`config.mk`:
```
export PLATFORM = sky130hd
export DESIGN_NAME = keypad_hex_entry
export DESIGN_NICKNAME = d
export VERILOG_FILES = /design/src/rtl/keypad_hex_entry.sv
export SDC_FILE = /design/constraint.sdc
export NUM_CORES = 1
export LEC_CHECK = 0
export ABC_AREA = 1
export CAP_MARGIN = 20
export CORE_MARGIN = 2
export CORE_UTILIZATION = 34
export DETAILED_ROUTE_END_ITERATION = 7
export DONT_BUFFER_PORTS = 1
export HOLD_SLACK_MARGIN = 0.02
export PLACE_DENSITY_LB_ADDON = 0.2
export SYNTH_ARGS = -nofsm -noshare
export SYNTH_HDL_FRONTEND = slang
export SYNTH_SLANG_ARGS = --single-unit
```
`constraint.sdc`:
```
create_clock -name clk -period 2 [get_ports clk]
set_input_delay 0.4 -clock clk [delete_from_list [all_inputs] [get_ports clk]]
set_output_delay 0.4 -clock clk [all_outputs]
set_load 0.1 [all_outputs]
```
`src/rtl/keypad_hex_entry.sv`:
```
// Assembles decoded keypad digits into a hex entry, MSD first.
// Commits explicitly or when full; clear and inactivity timeout discard the entry.
module keypad_hex_entry #(
   parameter int NUM_DIGITS     = 4,
   parameter int TIMEOUT_CYCLES = 50000000,
   parameter int TMR_W          = $clog2(TIMEOUT_CYCLES),
   parameter int CNT_W          = $clog2(NUM_DIGITS + 1)
) (
   input  logic                    clk,
   input  logic                    reset,
   input  logic                    key_pulse,
   input  logic [3:0]              key_value,
   input  logic                    commit,
   input  logic                    clear,
   output logic [4*NUM_DIGITS-1:0] edit_value,
   output logic [CNT_W-1:0]        digit_count,
   output logic                    entry_active,
   output logic [4*NUM_DIGITS-1:0] entry_value,
   output logic                    entry_valid,
   output logic                    entry_timeout
);

   localparam int W = 4 * NUM_DIGITS;

   typedef enum logic [1:0] {IDLE, ENTRY, DONE} state_t;

   state_t           state, state_nxt;
   logic [W-1:0]     edit_nxt, eval_nxt;
   logic [CNT_W-1:0] cnt_nxt, cnt_inc;
   logic [TMR_W-1:0] timer, timer_nxt;
   logic             valid_nxt, tout_nxt;

   assign cnt_inc = digit_count + CNT_W'(1);

   always_comb begin
      state_nxt = state;
      edit_nxt  = edit_value;
      cnt_nxt   = digit_count;
      timer_nxt = timer;
      eval_nxt  = entry_value;
      valid_nxt = 1'b0;
      tout_nxt  = 1'b0;
      case (state)
         IDLE: begin
            if (key_pulse) begin
               edit_nxt  = W'(key_value);
               cnt_nxt   = CNT_W'(1);
               timer_nxt = '0;
               state_nxt = (NUM_DIGITS == 1) ? DONE : ENTRY;
            end
         end
         ENTRY: begin
            if (clear) begin
               edit_nxt  = '0;
               cnt_nxt   = '0;
               timer_nxt = '0;
               state_nxt = IDLE;
            end else if (commit) begin
               state_nxt = DONE;
            end else if (key_pulse) begin
               edit_nxt  = W'({edit_value, key_value});
               cnt_nxt   = cnt_inc;
               timer_nxt = '0;
               if (cnt_inc == CNT_W'(NUM_DIGITS)) state_nxt = DONE;
            end else if (timer == TMR_W'(TIMEOUT_CYCLES - 1)) begin
               edit_nxt  = '0;
               cnt_nxt   = '0;
               timer_nxt = '0;
               tout_nxt  = 1'b1;
               state_nxt = IDLE;
            end else begin
               timer_nxt = timer + TMR_W'(1);
            end
         end
         DONE: begin
            // Inputs are ignored here; the decoder never pulses on back-to-back cycles.
            eval_nxt  = edit_value;
            valid_nxt = 1'b1;
            edit_nxt  = '0;
            cnt_nxt   = '0;
            state_nxt = IDLE;
         end
         default: state_nxt = IDLE;
      endcase
   end

   always_ff @(posedge clk or posedge reset) begin
      if (reset) begin
         state         <= IDLE;
         edit_value    <= '0;
         digit_count   <= '0;
         timer         <= '0;
         entry_value   <= '0;
         entry_valid   <= 1'b0;
         entry_timeout <= 1'b0;
         entry_active  <= 1'b0;
      end else begin
         state         <= state_nxt;
         edit_value    <= edit_nxt;
         digit_count   <= cnt_nxt;
         timer         <= timer_nxt;
         entry_value   <= eval_nxt;
         entry_valid   <= valid_nxt;
         entry_timeout <= tout_nxt;
         entry_active  <= (state_nxt == ENTRY);
      end
   end

endmodule

```
Word level (Yosys, flattened, before mapping)
Cells that the tools add are included.
{"block": "op_classes", "add_sub_neg": 2, "n_eq_ne": 8, "n_mux": 31, "n_reduce_logical": 5}
{"cell": "26-bit two-way mux", "count": 5}
{"cell": "16-bit two-way mux", "count": 5}
{"cell": "26-bit case mux with 2 select lines", "count": 1}
{"cell": "16-bit case mux with 3 select lines", "count": 1}
{"cell": "26-bit by 1-bit adder with 26-bit output, second input constant", "count": 1}
{"cell": "26-bit equality test, second input constant", "count": 1}
{"cell": "3-bit two-way mux", "count": 5}
{"cell": "2-bit two-way mux", "count": 6}
{"cell": "3-bit case mux with 3 select lines", "count": 1}
{"cell": "1-bit two-way mux", "count": 6}
{"cell": "2-bit by 1-bit equality test with 1-bit output, second input constant", "count": 2}
{"cell": "4-bit != test, second input constant", "count": 1}
{"cell": "2-bit case mux with 2 select lines", "count": 1}
{"cell": "4-bit AND reduction", "count": 1}
{"cell": "3-bit by 1-bit adder with 3-bit output, second input constant", "count": 1}
{"cell": "3-bit equality test, second input constant", "count": 1}
{"cell": "3-bit != test, second input constant", "count": 1}
{"cell": "3-bit AND reduction", "count": 1}
{"cell": "3-bit nonzero test", "count": 1}
{"cell": "2-bit equality test, second input constant", "count": 1}
{"cell": "2-bit zero test", "count": 1}
{"cell": "2-bit != test, second input constant", "count": 1}
{"cell": "2-bit nonzero test", "count": 1}
{"block": "word_totals", "reg_bits": 66, "in_bits": 9, "output_inout_bits": 38, "wordCells": 54}

Longest topological paths before layout
{"block": "logic_depth", "ltp_word": 8, "mapped_depth": 11, "ltp_nobuf": 11}

Least setup slack after synthesis
OpenSTA, ideal clock, no wires.
{"block": "synth_path", "path_kind": "reg2reg", "start": "reg digit_count[0]", "end": "reg entry_active", "setup_time_ns": 0.121, "arrival_time_ns": 1.797, "required_time_ns": 1.879, "path_slack_ns": 0.082, "stages_incl_launch_ff": 9, "n_path_buf": 0, "synth_period_minus_slack_ns": 1.918, "cell_sequence": "dfrtp_1 -> ha_1 -> xnor2_1 -> nor2_1 -> nand2_1 -> a21oi_1 -> nand2_1 -> nand2_1 -> nor2_1"}
{"block": "synth_via", "elab_chain_cells": 8}
{"element": "from (decl)", "line": "16", "text": "output logic [CNT_W-1:0] digit_count,"}
{"element": "from (signal assigned)", "line": "100", "text": "digit_count <= cnt_nxt;"}
{"element": "3-bit by 1-bit adder with 3-bit output", "line": "33", "text": "assign cnt_inc = digit_count + CNT_W'(1);"}
{"element": "3-bit equality test", "line": "64", "text": "if (cnt_inc == CNT_W'(NUM_DIGITS)) state_nxt = DONE;"}
{"element": "2-bit two-way mux", "line": "64"}
{"element": "2-bit two-way mux", "line": "60", "text": "end else if (key_pulse) begin"}
{"element": "2-bit two-way mux", "line": "58", "text": "end else if (commit) begin"}
{"element": "2-bit two-way mux", "line": "53", "text": "if (clear) begin"}
{"element": "2-bit case mux with 2 select lines", "line": "43", "text": "case (state)"}
{"element": "named net state_nxt[1]", "line": "27", "text": "state_t state, state_nxt;"}
{"element": "2-bit by 1-bit equality test with 1-bit output", "line": "105", "text": "entry_active <= (state_nxt == ENTRY);"}
{"element": "to (signal assigned)", "line": "105"}
{"element": "to (decl)", "line": "17", "text": "output logic entry_active,"}
The timed path passes the listed nets, and every way through them passes these cells.
A chain may end at the register's enable or synchronous reset.

Worst setup path after layout
{"block": "layout_path", "start": "reg state[1]", "end": "reg timer[8]"}
{"block": "layout_via", "elab_chain_cells": 3, "word_cells_on_any_way": 7, "cone_classes": "eq/ne: 3; mux: 1; reduce/logical: 3"}
{"element": "from (decl)", "line": "27"}
{"element": "from (signal assigned)", "line": "98", "text": "state <= state_nxt;"}
{"element": "2-bit by 1-bit equality test with 1-bit output or 2-bit zero test (tied branches)", "line": "43"}
{"element": "3-bit != test (no source line) (tied with other cells)"}
{"element": "3-bit AND reduction (no source line)"}
{"element": "to (signal assigned)", "line": "101", "text": "timer <= timer_nxt;"}
{"element": "to (decl)", "line": "30", "text": "logic [TMR_W-1:0] timer, timer_nxt;"}
Several ways; a longest one is shown, not always the timed one.

==> results.cfg <==
[status]
status = finished clean

[power]
powerDensity_mw_per_mm2 = 1460
ir_drop_uv = 1090
leakage_nw = 1.98

[final_layout]
final_cell_count_no_fill = 609
layout_common_cells = nand2_1 (102), nor2_1 (80), dfrtp_1 (66)
layout_commonest_cell = nand2_1
design_area_mm2 = 0.00406
drive_gt1_share_pct = 16.6
fin_nets = 487
num_antenna_cells = 0
fin_util_pct = 41.9
syn_to_final_growth_pct = 20.4

[placement]
place_area_mm2 = 0.00381
dpl.cell_count = 592
dp_slack_ns = 0.0443
routabilityCongestion = 0.876
dp.final_hpwl_um = 5590
io_buffers = 0

[sta]
slew_violations = 0
slew_headroom_pct = 36.7
fmax_mhz = 541
rsz0062_at_grt = yes
worst_pin_slew_ns = 0.949
min_period_ns = 1.85
hold_slack_ns = 0.115
finalHoldViolations = 0
setup_slack_ns = 0.152
period_share_pct = 92.4
finClkSkew_ns = 0.0127
setup_viol = 0

[global_routing]
grt_pass1_vias = 2810
grt_util_all_layers_pct = 15.7
grt_max_degree = 67
antenna_found_initial = 0
grt-ovfl-total = 0
grt_pass1_wl_um = 13700

[worst_setup_path]
rr_worst_depth = 8
cp-end-kind = register
cp-start-kind = register
worstPathRequired_ns = 2.28
critPathArrivalTime_ns = 2.13
r2r_end = timer[8]
worstSetupPathType = register to register
crit_start = state[1]
r2r_setup_slack_ns = 0.15
reg2reg_from = state[1]
cp_max_fo = 12

[detailed_routing]
first_pass_iters = 4
postRouteAntennaNets = 0
via_count = 2795
routed_wl_um = 7740
initialDrtViolationCount = 115
drc = 0
detail_route.vias_per_cell = 4.59
avgRoutedWirePerCell_um = 12.7

[yosys]
syn_inst = 430
synth_compound_area_share_pct = 3.01
muxShareOfSynthArea_pct = 1.67
yosysUniqueCellTypes = 26
synth_top_family_by_area = simple AND/OR/NAND/NOR gates
yosys_register_bits = 66
synth_edf_count = 0
synth_nets = 446
ys_seq_area_share_pct = 49.0
synth_xor_area_share_pct = 2.34
synth_ff_type = dfrtp_1
netlist_area_mm2 = 0.00337
syn_area_per_cell_um2 = 7.84
synthAdderAreaFrac_pct = 2.60
yosysWarnings = 0
synth-simple-area-share_pct = 33.4
async_flop_share_pct = 100

[floorplan]
fp.dieW_um = 104
ios = 47
core_region_area_mm2 = 0.00968
num_rows = 36
initial_core_util_pct = 34.8
die_area_mm2 = 0.0107
die_h_um = 104

[clocking]
htree_levels = 3
cts_setup_buffers = 0
clock_latency_ns = 0.36
cts.clk_slew.worst_paths_ns = 0.07
cts_buffers = 9
tritoncts = done
cts_buffer_depth = 2
cts-root-buf = clkbuf_8
cts_sinks = 66

[min_path]
hold_path_class = input pin to register
hold_end = entry_timeout
whs_path_depth = 1
hold_path.startpoint = commit

[job]
cap_violations = 0
==> per-layer routing <==
| metal | vias to the layer above | global-route usage [%] | wire length, µm |
|---|---|---|---|
| li1 | 1428 | - | - |
| met4 | 0 | 6.95 | 156 |
| met3 | 12 | 4.66 | 381 |
| met2 | 44 | 24.7 | 3590 |
| met5 | - | 0 | 0 |
| met1 | 1311 | 20.2 | 3610 |
==> registers in the layout, summed over array words and instances (netlist names) <==
register	cells
entry_value	16
timer	26
entry_timeout	1
edit_value	16
entry_valid	1
state	2
entry_active	1
digit_count	3
==> cells by family after synthesis <==
kind of cell               Yosys count
buffers and inverters               65
AOI/OAI and AO/OA                   20
adders and majority gates            7
xor gates and xnor gates             9
DFF                                 66
muxes                                5
and+or+nand+nor                    258
==> repair_timing <==
item                                    4_1_cts  5_1_grt
resized for setup                             0        7
endpoints found under the setup margin        0       34
hold endpoints to repair                     26        0
hold buffers                                  1        0
==> cells in the mapped netlist, types with 2 or more instances <==
cell	count	area, µm²
a21oi_1	16	80.1
buf_2	3	15.0
buf_4	2	15.0
buf_6	2	22.5
clkbuf_1	4	15.0
dfrtp_1	66	1650
ha_1	7	87.6
inv_1	53	199
mux2_2	5	56.3
nand2_1	103	387
nand2_2	3	18.8
nand2_4	3	33.8
nand3_1	32	160
nand3b_1	6	45.0
nand4_1	9	56.3
nor2_1	84	315
nor3_1	14	70.1
o21ai_0	3	15.0
xnor2_1	4	35.0
xor2_1	5	43.8
==> final cells by class <==
type                    instances  area (µm²)
well taps                     133         166
fillers                      1020        5620
multi-input cells             299        1470
repair buffers                 41         348
inverters                      54         210
clock buffers                   9         124
flip-flops and latches         66        1650
clock inverters                 7        93.8
==> power breakdown <==
group / total (mW) / internal, mW / switching (mW)
Sequential: 1.71 / 1.55 / 0.159
Combinational: 2.98 / 0.663 / 2.32
Clock: 1.25 / 0.698 / 0.547
==> worst max-delay path: stages (launching register included) <==
cell	delay (ns)
dfrtp_1	0.40
inv_1	0.12
ha_1	0.24
nand3_1	0.15
nand3_2	0.18
inv_1	0.14
nand2_4	0.20
clkinvlp_4	0.20
nor2_1	0.13
==> stage by stage <==
stage | total power [mW] | TNS (ns)
5_1_grt | 6.27 | -0.110
4_1_cts | 5.98 | 0
6_report | 5.94 | 0
3_3_place_gp | 4.67 | 0
3_5_place_dp | 4.71 | 0
2_1_floorplan | 4.02 | 0
==> how the worst max path moves through the flow <==
stage,end,cells after the start,slack (ns)
5_1_grt,timer[8],8,-0.03
3_3_place_gp,timer[15],9,0.15
2_1_floorplan,entry_active,8,0.08
6_report,timer[8],8,0.15
4_1_cts,timer[7],10,0.04
3_5_place_dp,timer[7],10,0.04
(Power assumes the default switching activity.)
